===== config.mk =====
export PLATFORM = sky130hd
export DESIGN_NAME = crc_req_scheduler_flat
export DESIGN_NICKNAME = d
export VERILOG_FILES = /design/src/rtl/crc_req_scheduler_pkg.sv /design/src/rtl/crc_req_scheduler_if.sv /design/src/rtl/crc_req_scheduler_rr_arbiter.sv /design/src/rtl/crc_req_scheduler.sv /design/src/flat_wrapper.sv
export SDC_FILE = /design/constraint.sdc
export NUM_CORES = 1
export LEC_CHECK = 0
export CAP_MARGIN = 15
export CORE_MARGIN = 3
export CORE_UTILIZATION = 30
export CTS_CLUSTER_SIZE = 14
export DETAILED_ROUTE_END_ITERATION = 10
export DONT_BUFFER_PORTS = 1
export SYNTH_ARGS = -nofsm -noshare
export SYNTH_HDL_FRONTEND = slang
export SYNTH_SLANG_ARGS = --single-unit

===== constraint.sdc =====
create_clock -name clk -period 1.6 [get_ports clk]
set_input_delay 0 -clock clk [delete_from_list [all_inputs] [get_ports clk]]
set_output_delay 0 -clock clk [all_outputs]
set_load 0.02 [all_outputs]

===== src/rtl/crc_req_scheduler_pkg.sv =====
// crc_sched_pkg: FSM state type, width defaults and round-robin pick helper for crc_req_scheduler
package crc_sched_pkg;
    typedef enum logic [2:0] {IDLE, CLEAR, STREAM, WAIT, RESULT} sched_state_t;
    typedef struct packed {
        logic       found;
        logic [2:0] idx;
    } pick_t;
    localparam int MAX_NREQ = 8;
    localparam int DW_DEF   = 4;
    localparam int CW_DEF   = 5;
    // Scan downward so the last hit kept is the nearest one at or after ptr.
    function automatic pick_t rr_pick(input logic [MAX_NREQ-1:0] req, input logic [2:0] ptr, input int n);
        pick_t p;
        int    j;
        p = '0;
        for (int k = MAX_NREQ - 1; k >= 0; k--) begin
            j = (int'(ptr) + k) % n;
            if (k < n && req[3'(j)]) begin
                p.found = 1'b1;
                p.idx   = 3'(j);
            end
        end
        return p;
    endfunction
endpackage


===== src/rtl/crc_req_scheduler_if.sv =====
// crc_req_scheduler_if: requester streams, engine port pair and tagged result of the CRC scheduler
interface crc_req_scheduler_if
    import crc_sched_pkg::*;
#(
    parameter int NREQ      = 4,
    parameter int DW        = DW_DEF,
    parameter int CW        = CW_DEF,
    parameter int MAX_BEATS = 64
);
    localparam int IW = $clog2(NREQ);
    localparam int LW = $clog2(MAX_BEATS + 1);
    logic [NREQ-1:0]    req_valid;
    logic [NREQ*DW-1:0] req_data;
    logic [NREQ-1:0]    req_last;
    logic [NREQ-1:0]    req_ready;
    logic               crc_clr;
    logic               crc_en;
    logic [DW-1:0]      data_in;
    logic [CW-1:0]      data_out;
    logic               res_valid;
    logic [IW-1:0]      res_id;
    logic [CW-1:0]      res_crc;
    logic [LW-1:0]      res_len;
    logic               res_err;
    modport master (
        output req_valid, req_data, req_last, data_out,
        input  req_ready, crc_clr, crc_en, data_in, res_valid, res_id, res_crc, res_len, res_err
    );
    modport slave (
        input  req_valid, req_data, req_last, data_out,
        output req_ready, crc_clr, crc_en, data_in, res_valid, res_id, res_crc, res_len, res_err
    );
endinterface


===== src/rtl/crc_req_scheduler_rr_arbiter.sv =====
// rr_arbiter: combinational round-robin pick of the first request at or after ptr
module rr_arbiter
    import crc_sched_pkg::*;
#(
    parameter int NREQ = 4,
    localparam int IW = $clog2(NREQ)
) (
    input  logic [NREQ-1:0] req,
    input  logic [IW-1:0]   ptr,
    output logic [IW-1:0]   gnt_idx,
    output logic            gnt_any
);
    pick_t pick;
    assign pick    = rr_pick(MAX_NREQ'(req), 3'(ptr), NREQ);
    assign gnt_idx = IW'(pick.idx);
    assign gnt_any = pick.found;
endmodule


===== src/rtl/crc_req_scheduler.sv =====
// crc_req_scheduler: frame-by-frame round-robin sharing of one CRC-5 nibble engine among NREQ requesters
module crc_req_scheduler
    import crc_sched_pkg::*;
#(
    parameter int NREQ      = 4,
    parameter int DW        = DW_DEF,
    parameter int CW        = CW_DEF,
    parameter int MAX_BEATS = 64
) (
    input logic                clk,
    input logic                rst,
    crc_req_scheduler_if.slave bus
);
    localparam int IW = $clog2(NREQ);
    localparam int LW = $clog2(MAX_BEATS + 1);
    sched_state_t  state;
    logic [IW-1:0] gnt, rr_ptr, pick_idx;
    logic          pick_any, accept, last, full;
    logic [LW-1:0] cnt, cnt_inc;
    logic          err;
    rr_arbiter #(.NREQ(NREQ)) u_arb (
        .req     (bus.req_valid),
        .ptr     (rr_ptr),
        .gnt_idx (pick_idx),
        .gnt_any (pick_any)
    );
    assign accept        = state == STREAM && bus.req_valid[gnt];
    assign last          = bus.req_last[gnt];
    assign cnt_inc       = cnt + 1'b1;
    assign full          = cnt_inc == LW'(MAX_BEATS);
    assign bus.req_ready = state == STREAM ? NREQ'(1) << gnt : '0;
    assign bus.crc_en    = accept;
    assign bus.data_in   = accept ? DW'(bus.req_data >> (DW * gnt)) : '0;
    // crc_clr and res_valid are raised on the transition into CLEAR/RESULT so they stay registered.
    always_ff @(posedge clk or negedge rst) begin
        if (!rst) begin
            state         <= IDLE;
            gnt           <= '0;
            rr_ptr        <= '0;
            cnt           <= '0;
            err           <= 1'b0;
            bus.crc_clr   <= 1'b0;
            bus.res_valid <= 1'b0;
            bus.res_id    <= '0;
            bus.res_crc   <= '0;
            bus.res_len   <= '0;
            bus.res_err   <= 1'b0;
        end else begin
            bus.crc_clr   <= 1'b0;
            bus.res_valid <= 1'b0;
            case (state)
                IDLE: if (pick_any) begin
                    gnt         <= pick_idx;
                    bus.crc_clr <= 1'b1;
                    state       <= CLEAR;
                end
                CLEAR: begin
                    cnt   <= '0;
                    err   <= 1'b0;
                    state <= STREAM;
                end
                STREAM: if (accept) begin
                    cnt <= cnt_inc;
                    if (!last && full) err <= 1'b1;
                    if (last || full) state <= WAIT;
                end
                WAIT: begin
                    bus.res_valid <= 1'b1;
                    bus.res_id    <= gnt;
                    bus.res_crc   <= CW'(bus.data_out);
                    bus.res_len   <= cnt;
                    bus.res_err   <= err;
                    state         <= RESULT;
                end
                RESULT: begin
                    rr_ptr <= gnt == IW'(NREQ - 1) ? '0 : gnt + 1'b1;
                    state  <= IDLE;
                end
                default: state <= IDLE;
            endcase
        end
    end
endmodule


===== src/flat_wrapper.sv =====
// flat-port wrapper written by rule: the top's interface ports become plain ports
module crc_req_scheduler_flat import crc_sched_pkg::*;
#(
    parameter int NREQ      = 4,
    parameter int DW        = DW_DEF,
    parameter int CW        = CW_DEF,
    parameter int MAX_BEATS = 64
)
  (clk, rst, bus_req_valid, bus_req_data, bus_req_last, bus_data_out, bus_req_ready, bus_crc_clr, bus_crc_en, bus_data_in, bus_res_valid, bus_res_id, bus_res_crc, bus_res_len, bus_res_err);
  crc_req_scheduler_if #(.NREQ(NREQ), .DW(DW), .CW(CW), .MAX_BEATS(MAX_BEATS)) bus_i ();
  input logic clk;
  input logic rst;
  input wire logic [$bits(bus_i.req_valid)-1:0] bus_req_valid;
  input wire logic [$bits(bus_i.req_data)-1:0] bus_req_data;
  input wire logic [$bits(bus_i.req_last)-1:0] bus_req_last;
  input wire logic [$bits(bus_i.data_out)-1:0] bus_data_out;
  output wire logic [$bits(bus_i.req_ready)-1:0] bus_req_ready;
  output wire logic [$bits(bus_i.crc_clr)-1:0] bus_crc_clr;
  output wire logic [$bits(bus_i.crc_en)-1:0] bus_crc_en;
  output wire logic [$bits(bus_i.data_in)-1:0] bus_data_in;
  output wire logic [$bits(bus_i.res_valid)-1:0] bus_res_valid;
  output wire logic [$bits(bus_i.res_id)-1:0] bus_res_id;
  output wire logic [$bits(bus_i.res_crc)-1:0] bus_res_crc;
  output wire logic [$bits(bus_i.res_len)-1:0] bus_res_len;
  output wire logic [$bits(bus_i.res_err)-1:0] bus_res_err;
  assign bus_i.req_valid = bus_req_valid;
  assign bus_i.req_data = bus_req_data;
  assign bus_i.req_last = bus_req_last;
  assign bus_i.data_out = bus_data_out;
  assign bus_req_ready = bus_i.req_ready;
  assign bus_crc_clr = bus_i.crc_clr;
  assign bus_crc_en = bus_i.crc_en;
  assign bus_data_in = bus_i.data_in;
  assign bus_res_valid = bus_i.res_valid;
  assign bus_res_id = bus_i.res_id;
  assign bus_res_crc = bus_i.res_crc;
  assign bus_res_len = bus_i.res_len;
  assign bus_res_err = bus_i.res_err;
  crc_req_scheduler #(.NREQ(NREQ), .DW(DW), .CW(CW), .MAX_BEATS(MAX_BEATS)) u_core (.clk(clk), .rst(rst), .bus(bus_i));
endmodule

==> results_dict.tcl <==
set metrics [dict create \
    skew_ns 0.00618 \
    finalCritPeriodShare_pct 102 \
    dp_cells 259 \
    yosysWarnings 0 \
    finalSetupTns_ns -0.117 \
    synth-compound-area-share_pct 10.8 \
    dr.pass1.iters 4 \
    violations "setup timing" \
    num_rows 27 \
    finalCriticalPeriod_ns 1.63 \
    crit_required_ns 1.60 \
    cts_root_buf "clkbuf_8" \
    synth_area_um2 1750 \
    hold_viol_final 0 \
    final_cells 282 \
    fin_nets 245 \
    via_count 1387 \
    regArea_um2 801 \
    netlist_instances 179 \
    track_usage_pct 12.9 \
    status "finished with violations" \
    power_mw 4.00 \
    fillers 564 \
    grt_max_degree 33 \
    ys_ff_latch 32 \
    ys_types 40 \
    cp-end-kind "output port" \
    min_path_type "in2reg" \
    synth_top_area_share_pct 45.9 \
    syn_avg_cell_area_um2 9.75 \
    slew_violations 0 \
    finalSetupViolations 5 \
    critical_path_class "reg2out" \
    wirelength_um 4150 \
    multi_input_area_um2 868 \
    clock_path_buffers 2 \
    wl_met1_um 1830 \
    arrival_ns 1.63 \
    coreArea_um2 5570 \
    synth.area.mux_share_pct 10.6 \
    synth_ff_type "dfrtp_1" \
    synthAdderAreaFrac_pct 3.58 \
    synth_area_leaders "dfrtp_1 (46%), nand2_1 (11%), mux4_2 (5.2%)" \
    placed_area_um2 1900 \
    drive_gt1_share_pct 21.4 \
    clk_latency_ns 0.28 \
    grt_pass1_wl_um 6660 \
    slew_headroom_pct 66.5 \
    portBuffers 0 \
    synth_edf_count 0 \
    cp_slowest_cell "mux4_2" \
    slowest_delay_ns 0.56 \
    synth_top_family_by_area "simple AND/OR/NAND/NOR gates" \
    startpoint_type "register" \
    routed-wl-met2_um 1950 \
    drtIter0Drc 47 \
    hpwl_um 2920 \
    numCtsBuffers 5 \
    h-tree-depth 2 \
    tritoncts "yes" \
    drc 0 \
    synth_seq_area_share_pct 45.9 \
    drt-wirelength-per-cell_um 14.7 \
    post-place-ws_ns 0.0550 \
    clock-sinks 32 \
    synth_largest_area_cell "dfrtp_1" \
    yosysMostFrequentCell "nand2_1" \
    vias_per_cell 4.92 \
    rsz0062_at_grt "true" \
    yosys.area_share.simple_pct 23.7 \
    power_leakage_nw 1.07 \
    die_x_um 82.3 \
    area_growth_syn_to_layout_pct 26.7 \
    power_density_nw_per_um2 1810 \
    gp_congestion 0.775 \
    initial_utilization_pct 31.3 \
    ant_nets 0 \
    ios 57 \
    crit_chain "mux4_2 -> nand3_4 -> buf_6 -> nor2b_1 -> buf_4" \
    dr_wl_met3_um 341 \
    die_h_um 82.3 \
    first_global_vias 1411 \
    die_area_um2 6770 \
    n_antenna_cell 0 \
    path_max_fanout 4 \
    worst_slew_pin_slew_ns 0.496 \
    clock.fmax_mhz 613 \
    ys_top_cells_by_count "nand2_1 (53), dfrtp_1 (32), o21ai_0 (10)" \
    antenna_found_initial 0 \
    setup_slack_ns -0.0314 \
    synth_xor_area_share_pct 0.502 \
    syn_nets 215 \
    final_cell_area_um2 2210 \
    grt-ovfl-total 0 \
    drv_cap 0 \
    async_reset_ff_share_pct 100 \
    highest_layer "met4" \
    ir_worst_vdd_mv 0.652 \
    clkTransAtPathRegs_ns 0.06 \
]
[power breakdown]
group,internal (mW),switching [mW],total (mW)
combinational,0.809,0.868,1.68
sequential,1.07,0.410,1.48
clock,0.549,0.294,0.843
[worst paths after layout]
kind                                      startpoint                           endpoint  slack, ns  cells after the start
max in group asynchronous                        rst          u_core.gnt[0]$_DFFE_PN0P_       1.24                      2
setup / recovery           u_core.gnt[0]$_DFFE_PN0P_                     bus_data_in[3]      -0.03                      5
min in group asynchronous                        rst  u_core.bus.res_crc[0]$_DFFE_PN0P_       0.19                      2
hold / removal                      bus_req_valid[0]        u_core.state[0]$_DFFE_PN0P_      0.004                      2
hold reg to reg               u_core.err$_DFFE_PN0P_     u_core.bus.res_err$_DFFE_PN0P_       0.52                      2
setup reg to reg           u_core.gnt[0]$_DFFE_PN0P_          u_core.cnt[4]$_DFFE_PN0P_      -0.01                      5
[through the flow]
stage          utilization (%)  hold slack [ns]
2_1_floorplan                -           -0.296
3_3_place_gp              34.1           -0.295
3_5_place_dp              34.1           -0.295
4_1_cts                   39.1          -0.0517
5_1_grt                   39.7           0.0165
6_report                  39.7          0.00429
[cell usage in the layout (no fill, tap or decap), drive strengths merged, types with 3 or more instances in the layout]
cell type and count:
a21oi 3, and3 5, buf 21, clkbuf 7, dfrtp 32, dlygate4sd3 10, ha 5, inv 9
mux4 6, nand2 53, nand3 6, nor2 5, nor2b 4, nor3 5, o21ai 10
[layer usage]
layer  track usage [%]  vias to the layer above
met5                 0                        -
met4              2.99                        0
met3              4.99                        4
met2              21.2                       45
met1              16.0                      667
li1                  -                      671
[repair_timing]
item / 4_1_cts / 5_1_grt
pin swaps: 1 / 1
resized for setup: 6 / 7
setup endpoints to repair: 5 / 8
buffers inserted: 4 / 0
endpoints found under the hold margin: 39 / 1
hold buffers: 10 / 1
[critical path: cells and delay by family, from the launching register on]
kind | cells | cell delay [ns]
buf+inv | 2 | 0.26
flops | 1 | 0.38
simple gates | 2 | 0.16
mux | 1 | 0.56
[registers in the layout (all words and copies together) (netlist names), 2 cells and up]
signal	flops
u_core.rr_ptr	2
u_core.bus.res_id	2
u_core.bus.res_len	7
u_core.cnt	7
u_core.gnt	2
u_core.state	3
u_core.bus.res_crc	5
[cells by family (layout without fill, tap and decap cells)]
group,Yosys count,after routing
multiplexers,10,10
buffers and inverters,17,48
AO/OA/AOI/OAI,25,25
XOR/XNOR,1,1
flip-flops,32,32
adder cells (fa/ha/maj),5,5
AND/OR/NAND/NOR,89,89
[area by class of cell]
type | instances | share of cell area [%]
multi-input cells | 130 | 39.3
clock buffers | 7 | 4.36
repair buffers | 31 | 13.2
flip-flops and latches | 32 | 36.2
inverters | 9 | 1.53
well taps | 72 | 4.07
clock inverters | 1 | 1.36
Power figures use the tool's default switching activity.
